### config.mk
export PLATFORM = sky130hd
export DESIGN_NAME = mc_control_flat
export DESIGN_NICKNAME = d
export VERILOG_FILES = /design/src/rtl/mc_control_if.sv /design/src/rtl/mc_control.sv /design/src/flat_wrapper.sv
export SDC_FILE = /design/constraint.sdc
export NUM_CORES = 1
export LEC_CHECK = 0
export ABC_AREA = 0
export CAP_MARGIN = 20
export CORE_MARGIN = 10
export CORE_UTILIZATION = 44
export DETAILED_ROUTE_END_ITERATION = 8
export HOLD_SLACK_MARGIN = 0.02
export PLACE_DENSITY = 0.77
export SLEW_MARGIN = 40
export SYNTH_ARGS = -nofsm -noshare
export SYNTH_HDL_FRONTEND = slang
export SYNTH_SLANG_ARGS = --single-unit
### constraint.sdc
create_clock -name clk -period 1.9 [get_ports clk]
set_input_delay 0.285 -clock clk [delete_from_list [all_inputs] [get_ports clk]]
set_output_delay 0.285 -clock clk [all_outputs]
set_load 0.02 [all_outputs]
### src/rtl/mc_control_if.sv
`default_nettype none
// ============================================================================
// Module      : mc_control_if
// Description : Fetch, load/store and datapath-select bundle of mc_control.
// Revision    : 1.0 - initial release
// ============================================================================
interface mc_control_if #(
    parameter int XLEN  = 64,
    parameter int CNT_W = 64
);
    logic [31:0]         inst;
    logic                ifu_valid;
    logic                ifu_ready;
    logic                lsu_req;
    logic                lsu_wen;
    logic                lsu_ren;
    logic [XLEN/8-1:0]   lsu_mask;
    logic                lsu_done;
    logic [2:0]          imm_sel;
    logic [3:0]          alu_sel;
    logic                alu_a_sel;
    logic                alu_b_sel;
    logic                pc_sel;
    logic [1:0]          reg_w_sel;
    logic                reg_wen;
    logic                pc_wen;
    logic                halt;
    logic                illegal;
    logic [CNT_W-1:0]    instret;

    modport master (
        input  inst, ifu_valid, lsu_done,
        output ifu_ready, lsu_req, lsu_wen, lsu_ren, lsu_mask,
               imm_sel, alu_sel, alu_a_sel, alu_b_sel, pc_sel, reg_w_sel,
               reg_wen, pc_wen, halt, illegal, instret
    );

    modport slave (
        output inst, ifu_valid, lsu_done,
        input  ifu_ready, lsu_req, lsu_wen, lsu_ren, lsu_mask,
               imm_sel, alu_sel, alu_a_sel, alu_b_sel, pc_sel, reg_w_sel,
               reg_wen, pc_wen, halt, illegal, instret
    );
endinterface
`default_nettype wire

### src/rtl/mc_control.sv
`default_nettype none
// ============================================================================
// Module      : mc_control
// Description : Multi-cycle RV controller: FETCH/EXEC/MEM/WB/HALT sequencing,
//               instruction decode into datapath selects, retired counter.
// Revision    : 1.0 - initial release
// ============================================================================
module mc_control #(
    parameter int XLEN  = 64,
    parameter int CNT_W = 64
) (
    input  logic          clk,
    input  logic          rst,
    mc_control_if.master  bus
);
    localparam int         c_MASK_W   = XLEN / 8;
    localparam bit         c_HAS_64   = (XLEN == 64);

    localparam logic [2:0] c_S_FETCH  = 3'd0;
    localparam logic [2:0] c_S_EXEC   = 3'd1;
    localparam logic [2:0] c_S_MEM    = 3'd2;
    localparam logic [2:0] c_S_WB     = 3'd3;
    localparam logic [2:0] c_S_HALT   = 3'd4;

    // Select encodings shared with the datapath
    localparam logic [2:0] c_IMM_I    = 3'd0;
    localparam logic [2:0] c_IMM_S    = 3'd1;
    localparam logic [2:0] c_IMM_U    = 3'd3;
    localparam logic [2:0] c_IMM_UJ   = 3'd4;
    localparam logic [3:0] c_ALU_ADD  = 4'd0;
    localparam logic [3:0] c_ALU_PASSB = 4'd15;
    localparam logic       c_A_RS1    = 1'b0;
    localparam logic       c_A_PC     = 1'b1;
    localparam logic       c_B_IMM    = 1'b1;
    localparam logic       c_PC_SNPC  = 1'b0;
    localparam logic       c_PC_ALU   = 1'b1;
    localparam logic [1:0] c_WB_ALU   = 2'd0;
    localparam logic [1:0] c_WB_PC    = 2'd1;
    localparam logic [1:0] c_WB_MEM   = 2'd2;

    localparam logic [6:0] c_OP_IMM   = 7'b0010011;
    localparam logic [6:0] c_OP_JALR  = 7'b1100111;
    localparam logic [6:0] c_OP_JAL   = 7'b1101111;
    localparam logic [6:0] c_OP_AUIPC = 7'b0010111;
    localparam logic [6:0] c_OP_LUI   = 7'b0110111;
    localparam logic [6:0] c_OP_LOAD  = 7'b0000011;
    localparam logic [6:0] c_OP_STORE = 7'b0100011;
    localparam logic [31:0] c_EBREAK  = 32'h0010_0073;

    logic [2:0]       r_state;
    logic [2:0]       w_next;
    logic [31:0]      r_ir;
    logic             r_halt;
    logic             r_illegal;
    logic [CNT_W-1:0] r_instret;

    logic [6:0] w_opcode;
    logic [2:0] w_funct3;
    logic       w_size_ok;
    logic       w_legal, w_is_load, w_is_store, w_is_ebreak, w_is_jump;
    logic [2:0] w_imm_sel;
    logic [3:0] w_alu_sel;
    logic       w_alu_a_sel;
    logic [7:0] w_mask8;
    logic       w_fire;

    logic w_ifu_ready, w_lsu_req, w_lsu_wen, w_lsu_ren, w_reg_wen, w_pc_wen;
    logic [c_MASK_W-1:0] w_lsu_mask;

    assign w_opcode  = r_ir[6:0];
    assign w_funct3  = r_ir[14:12];
    // Doubleword accesses exist only on the 64-bit datapath
    assign w_size_ok = !w_funct3[2] && (w_funct3[1:0] != 2'b11 || c_HAS_64);
    assign w_fire    = bus.ifu_valid && w_ifu_ready;

    always_comb begin
        w_legal     = 1'b0;
        w_is_load   = 1'b0;
        w_is_store  = 1'b0;
        w_is_ebreak = 1'b0;
        w_is_jump   = 1'b0;
        w_imm_sel   = c_IMM_I;
        w_alu_sel   = c_ALU_ADD;
        w_alu_a_sel = c_A_RS1;
        case (w_opcode)
            c_OP_IMM:   w_legal = (w_funct3 == 3'b000);
            c_OP_JALR: begin
                w_legal   = 1'b1;
                w_is_jump = 1'b1;
            end
            c_OP_JAL: begin
                w_legal     = 1'b1;
                w_is_jump   = 1'b1;
                w_imm_sel   = c_IMM_UJ;
                w_alu_a_sel = c_A_PC;
            end
            c_OP_AUIPC: begin
                w_legal     = 1'b1;
                w_imm_sel   = c_IMM_U;
                w_alu_a_sel = c_A_PC;
            end
            c_OP_LUI: begin
                w_legal   = 1'b1;
                w_imm_sel = c_IMM_U;
                w_alu_sel = c_ALU_PASSB;
            end
            c_OP_LOAD: begin
                w_legal   = w_size_ok;
                w_is_load = w_size_ok;
            end
            c_OP_STORE: begin
                w_legal    = w_size_ok;
                w_is_store = w_size_ok;
                w_imm_sel  = c_IMM_S;
            end
            default:    w_is_ebreak = (r_ir == c_EBREAK);
        endcase
    end

    always_comb begin
        case (w_funct3[1:0])
            2'b00:   w_mask8 = 8'h01;
            2'b01:   w_mask8 = 8'h03;
            2'b10:   w_mask8 = 8'h0F;
            default: w_mask8 = 8'hFF;
        endcase
    end

    // State register
    always_ff @(posedge clk) begin
        if (rst) r_state <= c_S_FETCH;
        else     r_state <= w_next;
    end

    // Next-state logic
    always_comb begin
        w_next = r_state;
        case (r_state)
            c_S_FETCH: if (bus.ifu_valid) w_next = c_S_EXEC;
            c_S_EXEC: begin
                if (w_is_load || w_is_store)     w_next = c_S_MEM;
                else if (w_is_ebreak || !w_legal) w_next = c_S_HALT;
                else                              w_next = c_S_WB;
            end
            c_S_MEM:   if (bus.lsu_done) w_next = c_S_WB;
            c_S_WB:    w_next = c_S_FETCH;
            c_S_HALT:  w_next = c_S_HALT;
            default:   w_next = c_S_FETCH;
        endcase
    end

    // Strobes are gated by rst so they drop in the reset cycle itself
    always_comb begin
        w_ifu_ready = 1'b0;
        w_lsu_req   = 1'b0;
        w_lsu_wen   = 1'b0;
        w_lsu_ren   = 1'b0;
        w_lsu_mask  = '0;
        w_reg_wen   = 1'b0;
        w_pc_wen    = 1'b0;
        case (r_state)
            c_S_FETCH: w_ifu_ready = !rst;
            c_S_MEM: begin
                w_lsu_req  = !rst;
                w_lsu_wen  = !rst && w_is_store;
                w_lsu_ren  = !rst && w_is_load;
                w_lsu_mask = w_mask8[c_MASK_W-1:0];
            end
            c_S_WB: begin
                w_pc_wen  = !rst;
                w_reg_wen = !rst && !w_is_store;
            end
            default: ;
        endcase
    end

    always_ff @(posedge clk) begin
        if (rst) begin
            r_ir      <= '0;
            r_halt    <= 1'b0;
            r_illegal <= 1'b0;
            r_instret <= '0;
        end else begin
            if (w_fire)
                r_ir <= bus.inst;
            if (r_state == c_S_EXEC && w_next == c_S_HALT) begin
                r_halt    <= 1'b1;
                r_illegal <= !w_is_ebreak;
            end
            if (r_state == c_S_WB)
                r_instret <= r_instret + CNT_W'(1);
        end
    end

    assign bus.ifu_ready = w_ifu_ready;
    assign bus.lsu_req   = w_lsu_req;
    assign bus.lsu_wen   = w_lsu_wen;
    assign bus.lsu_ren   = w_lsu_ren;
    assign bus.lsu_mask  = w_lsu_mask;
    assign bus.reg_wen   = w_reg_wen;
    assign bus.pc_wen    = w_pc_wen;
    assign bus.imm_sel   = w_imm_sel;
    assign bus.alu_sel   = w_alu_sel;
    assign bus.alu_a_sel = w_alu_a_sel;
    assign bus.alu_b_sel = c_B_IMM;
    assign bus.pc_sel    = w_is_jump ? c_PC_ALU : c_PC_SNPC;
    assign bus.reg_w_sel = w_is_jump ? c_WB_PC : (w_is_load ? c_WB_MEM : c_WB_ALU);
    assign bus.halt      = r_halt;
    assign bus.illegal   = r_illegal;
    assign bus.instret   = r_instret;
endmodule
`default_nettype wire

### src/flat_wrapper.sv
// flat-port wrapper written by rule: the top's interface ports become plain ports
module mc_control_flat 
#(
    parameter int XLEN  = 64,
    parameter int CNT_W = 64
)
  (clk, rst, bus_inst, bus_ifu_valid, bus_lsu_done, bus_ifu_ready, bus_lsu_req, bus_lsu_wen, bus_lsu_ren, bus_lsu_mask, bus_imm_sel, bus_alu_sel, bus_alu_a_sel, bus_alu_b_sel, bus_pc_sel, bus_reg_w_sel, bus_reg_wen, bus_pc_wen, bus_halt, bus_illegal, bus_instret);
  mc_control_if #(.XLEN(XLEN), .CNT_W(CNT_W)) bus_i ();
  input  logic clk;
  input  logic rst;
  input wire logic [$bits(bus_i.inst)-1:0] bus_inst;
  input wire logic [$bits(bus_i.ifu_valid)-1:0] bus_ifu_valid;
  input wire logic [$bits(bus_i.lsu_done)-1:0] bus_lsu_done;
  output wire logic [$bits(bus_i.ifu_ready)-1:0] bus_ifu_ready;
  output wire logic [$bits(bus_i.lsu_req)-1:0] bus_lsu_req;
  output wire logic [$bits(bus_i.lsu_wen)-1:0] bus_lsu_wen;
  output wire logic [$bits(bus_i.lsu_ren)-1:0] bus_lsu_ren;
  output wire logic [$bits(bus_i.lsu_mask)-1:0] bus_lsu_mask;
  output wire logic [$bits(bus_i.imm_sel)-1:0] bus_imm_sel;
  output wire logic [$bits(bus_i.alu_sel)-1:0] bus_alu_sel;
  output wire logic [$bits(bus_i.alu_a_sel)-1:0] bus_alu_a_sel;
  output wire logic [$bits(bus_i.alu_b_sel)-1:0] bus_alu_b_sel;
  output wire logic [$bits(bus_i.pc_sel)-1:0] bus_pc_sel;
  output wire logic [$bits(bus_i.reg_w_sel)-1:0] bus_reg_w_sel;
  output wire logic [$bits(bus_i.reg_wen)-1:0] bus_reg_wen;
  output wire logic [$bits(bus_i.pc_wen)-1:0] bus_pc_wen;
  output wire logic [$bits(bus_i.halt)-1:0] bus_halt;
  output wire logic [$bits(bus_i.illegal)-1:0] bus_illegal;
  output wire logic [$bits(bus_i.instret)-1:0] bus_instret;
  assign bus_i.inst = bus_inst;
  assign bus_i.ifu_valid = bus_ifu_valid;
  assign bus_i.lsu_done = bus_lsu_done;
  assign bus_ifu_ready = bus_i.ifu_ready;
  assign bus_lsu_req = bus_i.lsu_req;
  assign bus_lsu_wen = bus_i.lsu_wen;
  assign bus_lsu_ren = bus_i.lsu_ren;
  assign bus_lsu_mask = bus_i.lsu_mask;
  assign bus_imm_sel = bus_i.imm_sel;
  assign bus_alu_sel = bus_i.alu_sel;
  assign bus_alu_a_sel = bus_i.alu_a_sel;
  assign bus_alu_b_sel = bus_i.alu_b_sel;
  assign bus_pc_sel = bus_i.pc_sel;
  assign bus_reg_w_sel = bus_i.reg_w_sel;
  assign bus_reg_wen = bus_i.reg_wen;
  assign bus_pc_wen = bus_i.pc_wen;
  assign bus_halt = bus_i.halt;
  assign bus_illegal = bus_i.illegal;
  assign bus_instret = bus_i.instret;
  mc_control #(.XLEN(XLEN), .CNT_W(CNT_W)) u_core (.clk(clk), .rst(rst), .bus(bus_i));
endmodule
==> impl_metrics.csv <==
group,metric,value,unit
run_status,status,"finished with violations",
run_status,violations,"negative setup slack",
layout,drive_gt1_share,29.7,%
placement,io_buffers,126,
timing,rsz0062_at_grt,"true",
floorplanning,die-area,15300,µm²
clocking,cts_hold_buffers,0,
power,vdd_drop_max,0.307,mV
synth,syn-instance-count,573,
routing,vias,5064,
clocking,cts_buffers,9,
layout,multiInputGateArea,2700,µm²
clocking,clock_path_buffers,2,
synth,syn_area,4720,µm²
clocking,h-tree-depth,3,
routing,first_iter_violations,388,
grt,grt_pass1_wl,23500,µm
timing,worst_slew_pin_slew,0.752,ns
routing,viasPerCell,5.44,
synth,syn_area_per_cell,8.23,µm²
layout,final_common_cell,"buf_4",
synth,synth_area_leaders,"dfxtp_1 43%, nand2_1 7.2%, a21oi_1 6.7%, xor2_1 5.0%, nor2_1 4.5%",
grt,globalRouteOverflowTotal,0,
layout,fillCellCount,745,
synth,synth_top_family_by_area,"simple AND/OR/NAND/NOR gates",
floorplanning,rows,37,
synth,synth_edf_count,0,
synth,synth_top_area_cell,"dfxtp_1",
routing,drt_first_pass_iters,6,
clocking,cts_root_buffer,"clkbuf_8",
timing,setup_violations,12,
synth,yosysTopAreaCellShare,42.9,%
grt,antenna_found_initial,0,
clocking,clkTransAtPathRegs,0.10,ns
layout,syn2layout_area_growth,54.5,%
critical_path,path_class,"flop to flop",
clocking,cts_tree,"yes",
critical_path,startpoint_type,"flop",
layout,layout_common_cells,"114 x buf_4, 99 x clkdlybuf4s50_1, 89 x nand2_1",
layout,diodes,0,
timing,fin_ws,-0.0642,ns
placement,gp_congestion,0.868,
timing,final_hold_viol_count,0,
placement,dp_hpwl,10700,µm
timing,fin_crit_sh,103,%
synth,synth-compound-area-share,11.1,%
clocking,clk_latency,0.37,ns
grt,grt_pass1_vias,4993,
timing,max-slew-margin-rel,49.9,%
layout,seq_area,2090,µm²
critical_path,rrSetupSlack,-0.06,ns
floorplanning,start_util,45.5,%
hold_path,hp-class,"primary input to flop",
synth,synth-seq-cells,101,
floorplanning,ios,128,
timing,fin_worst_skew,0.0129,ns
synth,synth_xor_xnor_area_share,6.68,%
grt,grtUsageTotal,18.5,%
critical_path,worstPathMaxFanout,8,
synth,synth_cell_types,49,
synth,postSynthNetCount,610,
power,powerDensity,541,nW/µm²
clocking,cts.sinks,101,
timing,fmaxAchievable,509,MHz
routing,drc,0,
routing,final_antenna_net_count,0,
synth,synth-simple-area-share,33.6,%
timing,slew_violations,0,
layout,postLayoutCoreUtil,70.3,%
timing,fin_hold_ws,0.446,ns
grt,grt_max_degree,71,
synth,ys.flop_type,"dfxtp_1",
routing,wl,15600,µm
flow_run,maxCapViolCount,0,
synth,seq_area_frac_synth,42.9,%
synth,synth_fa_ha_area_share,0.477,%
synth,ys_async_sr_fraction,0,%
critical_path,arrival,2.19,ns
synth,ys_warn_count,0,
synth,synth_mux_area_share,0.212,%
timing,period_minus_slack,1.96,ns
critical_path,worstPathRequired,2.12,ns
floorplanning,fp.dieH,124,µm
placement,post-place-ws,-0.0742,ns
floorplanning,fp.coreArea,10400,µm²
floorplanning,die_w,124,µm
layout,fin_nets,827,
critical_path,endpoint_kind,"flop",
power,leakage,2.92,nW
routing,wl_per_cell,16.7,µm
==> cell families (layout without fill, tap and decap cells) <==
kind of cell / after synthesis / count (layout)
AO/OA/AOI/OAI: 95 / 95
adder cells (fa/ha/maj): 2 / 2
flip-flops: 101 / 101
other: 1 / 1
XOR/XNOR: 36 / 36
buffers and inverters: 45 / 265
AND/OR/NAND/NOR: 292 / 294
multiplexers: 1 / 1
==> worst max-delay path: stages (launching register included) <==
cell,delay [ns]
dfxtp_2,0.35
nand4b_4,0.19
nor4_4,0.40
buf_4,0.21
buf_4,0.16
buf_4,0.15
nand3_1,0.10
xor2_1,0.19
nor2_1,0.07
==> metrics by stage <==
step           TNS, ns  total power, mW  instances  cell area (µm²)
2_1_floorplan    -1.31             2.42        573             4800
3_3_place_gp    -0.184             2.59        887             6730
3_5_place_dp     -1.10             2.61        887             6730
4_1_cts        -0.0323             3.96        916             7050
5_1_grt          -2.39             4.08        931             7290
6_report        -0.433             3.95        931             7290
==> sequential cells by signal, indices dropped and copies added (netlist names) <==
signal              flops
u_core.bus.halt         1
u_core.r_state          3
u_core.r_ir            32
u_core.bus.instret     64
u_core.bus.illegal      1
==> worst paths after layout <==
check / startpoint / end / cells after the start
max: u_core.r_state[2]$_SDFF_PP0_ / u_core.bus.instret[17]$_SDFFE_PP0N_ / 8
min reg2reg: u_core.r_ir[20]$_SDFFE_PP0P_ / u_core.r_ir[20]$_SDFFE_PP0P_ / 2
max reg2reg: u_core.r_state[2]$_SDFF_PP0_ / u_core.bus.instret[17]$_SDFFE_PP0N_ / 8
min: rst / u_core.r_ir[5]$_SDFFE_PP0P_ / 3
==> layer usage <==
metal	share of wire [%]	routed length [µm]	GRT usage (%)	vias up
met5	0	0	0	-
met3	6.9	1080	4.65	27
met2	51	7960	32.3	172
met4	1.9	288	5.53	0
li1	-	-	-	2457
met1	40	6230	21.9	2408
==> synth_stat cells (2+ instances only) <==
master	n
nand4_2	2
nand2_1	91
a21oi_1	63
and3_1	10
nand3b_1	2
nand3_1	32
or3_1	14
clkbuf_1	23
nand4_1	23
nor4b_1	3
inv_1	6
nand2b_1	2
or4b_1	2
dfxtp_1	101
nor3b_1	2
o31ai_1	14
o21ai_0	13
or4_1	14
nor2b_1	3
buf_2	4
xnor2_1	9
nor3_1	4
and2_1	6
and4_1	6
nor4_1	6
buf_6	2
buf_4	9
xor2_1	27
nor4_4	2
and4b_1	3
nor2_1	57
==> cell type report <==
type / count / share of cell area (%)
Tap cell: 136 / 2.33
Sequential cell: 101 / 28.6
Clock inverter: 6 / 0.687
Clock buffer: 10 / 2.04
Multi-Input combinational cell: 429 / 37.1
Inverter: 7 / 0.549
Timing Repair Buffer: 242 / 28.7
==> repair_timing <==
item	4_1_cts	5_1_grt
buffers inserted	12	13
gates resized for setup	85	71
pin swaps	8	19
endpoints found under the setup margin	50	55
gates cloned	1	2
==> report_power, final <==
group | total, mW | internal [mW] | switching (mW)
registers | 2.21 | 2.16 | 0.0447
clock network | 1.37 | 0.576 | 0.794
logic | 0.372 | 0.180 | 0.192
Note: power is estimated with default switching activity, not from simulation.
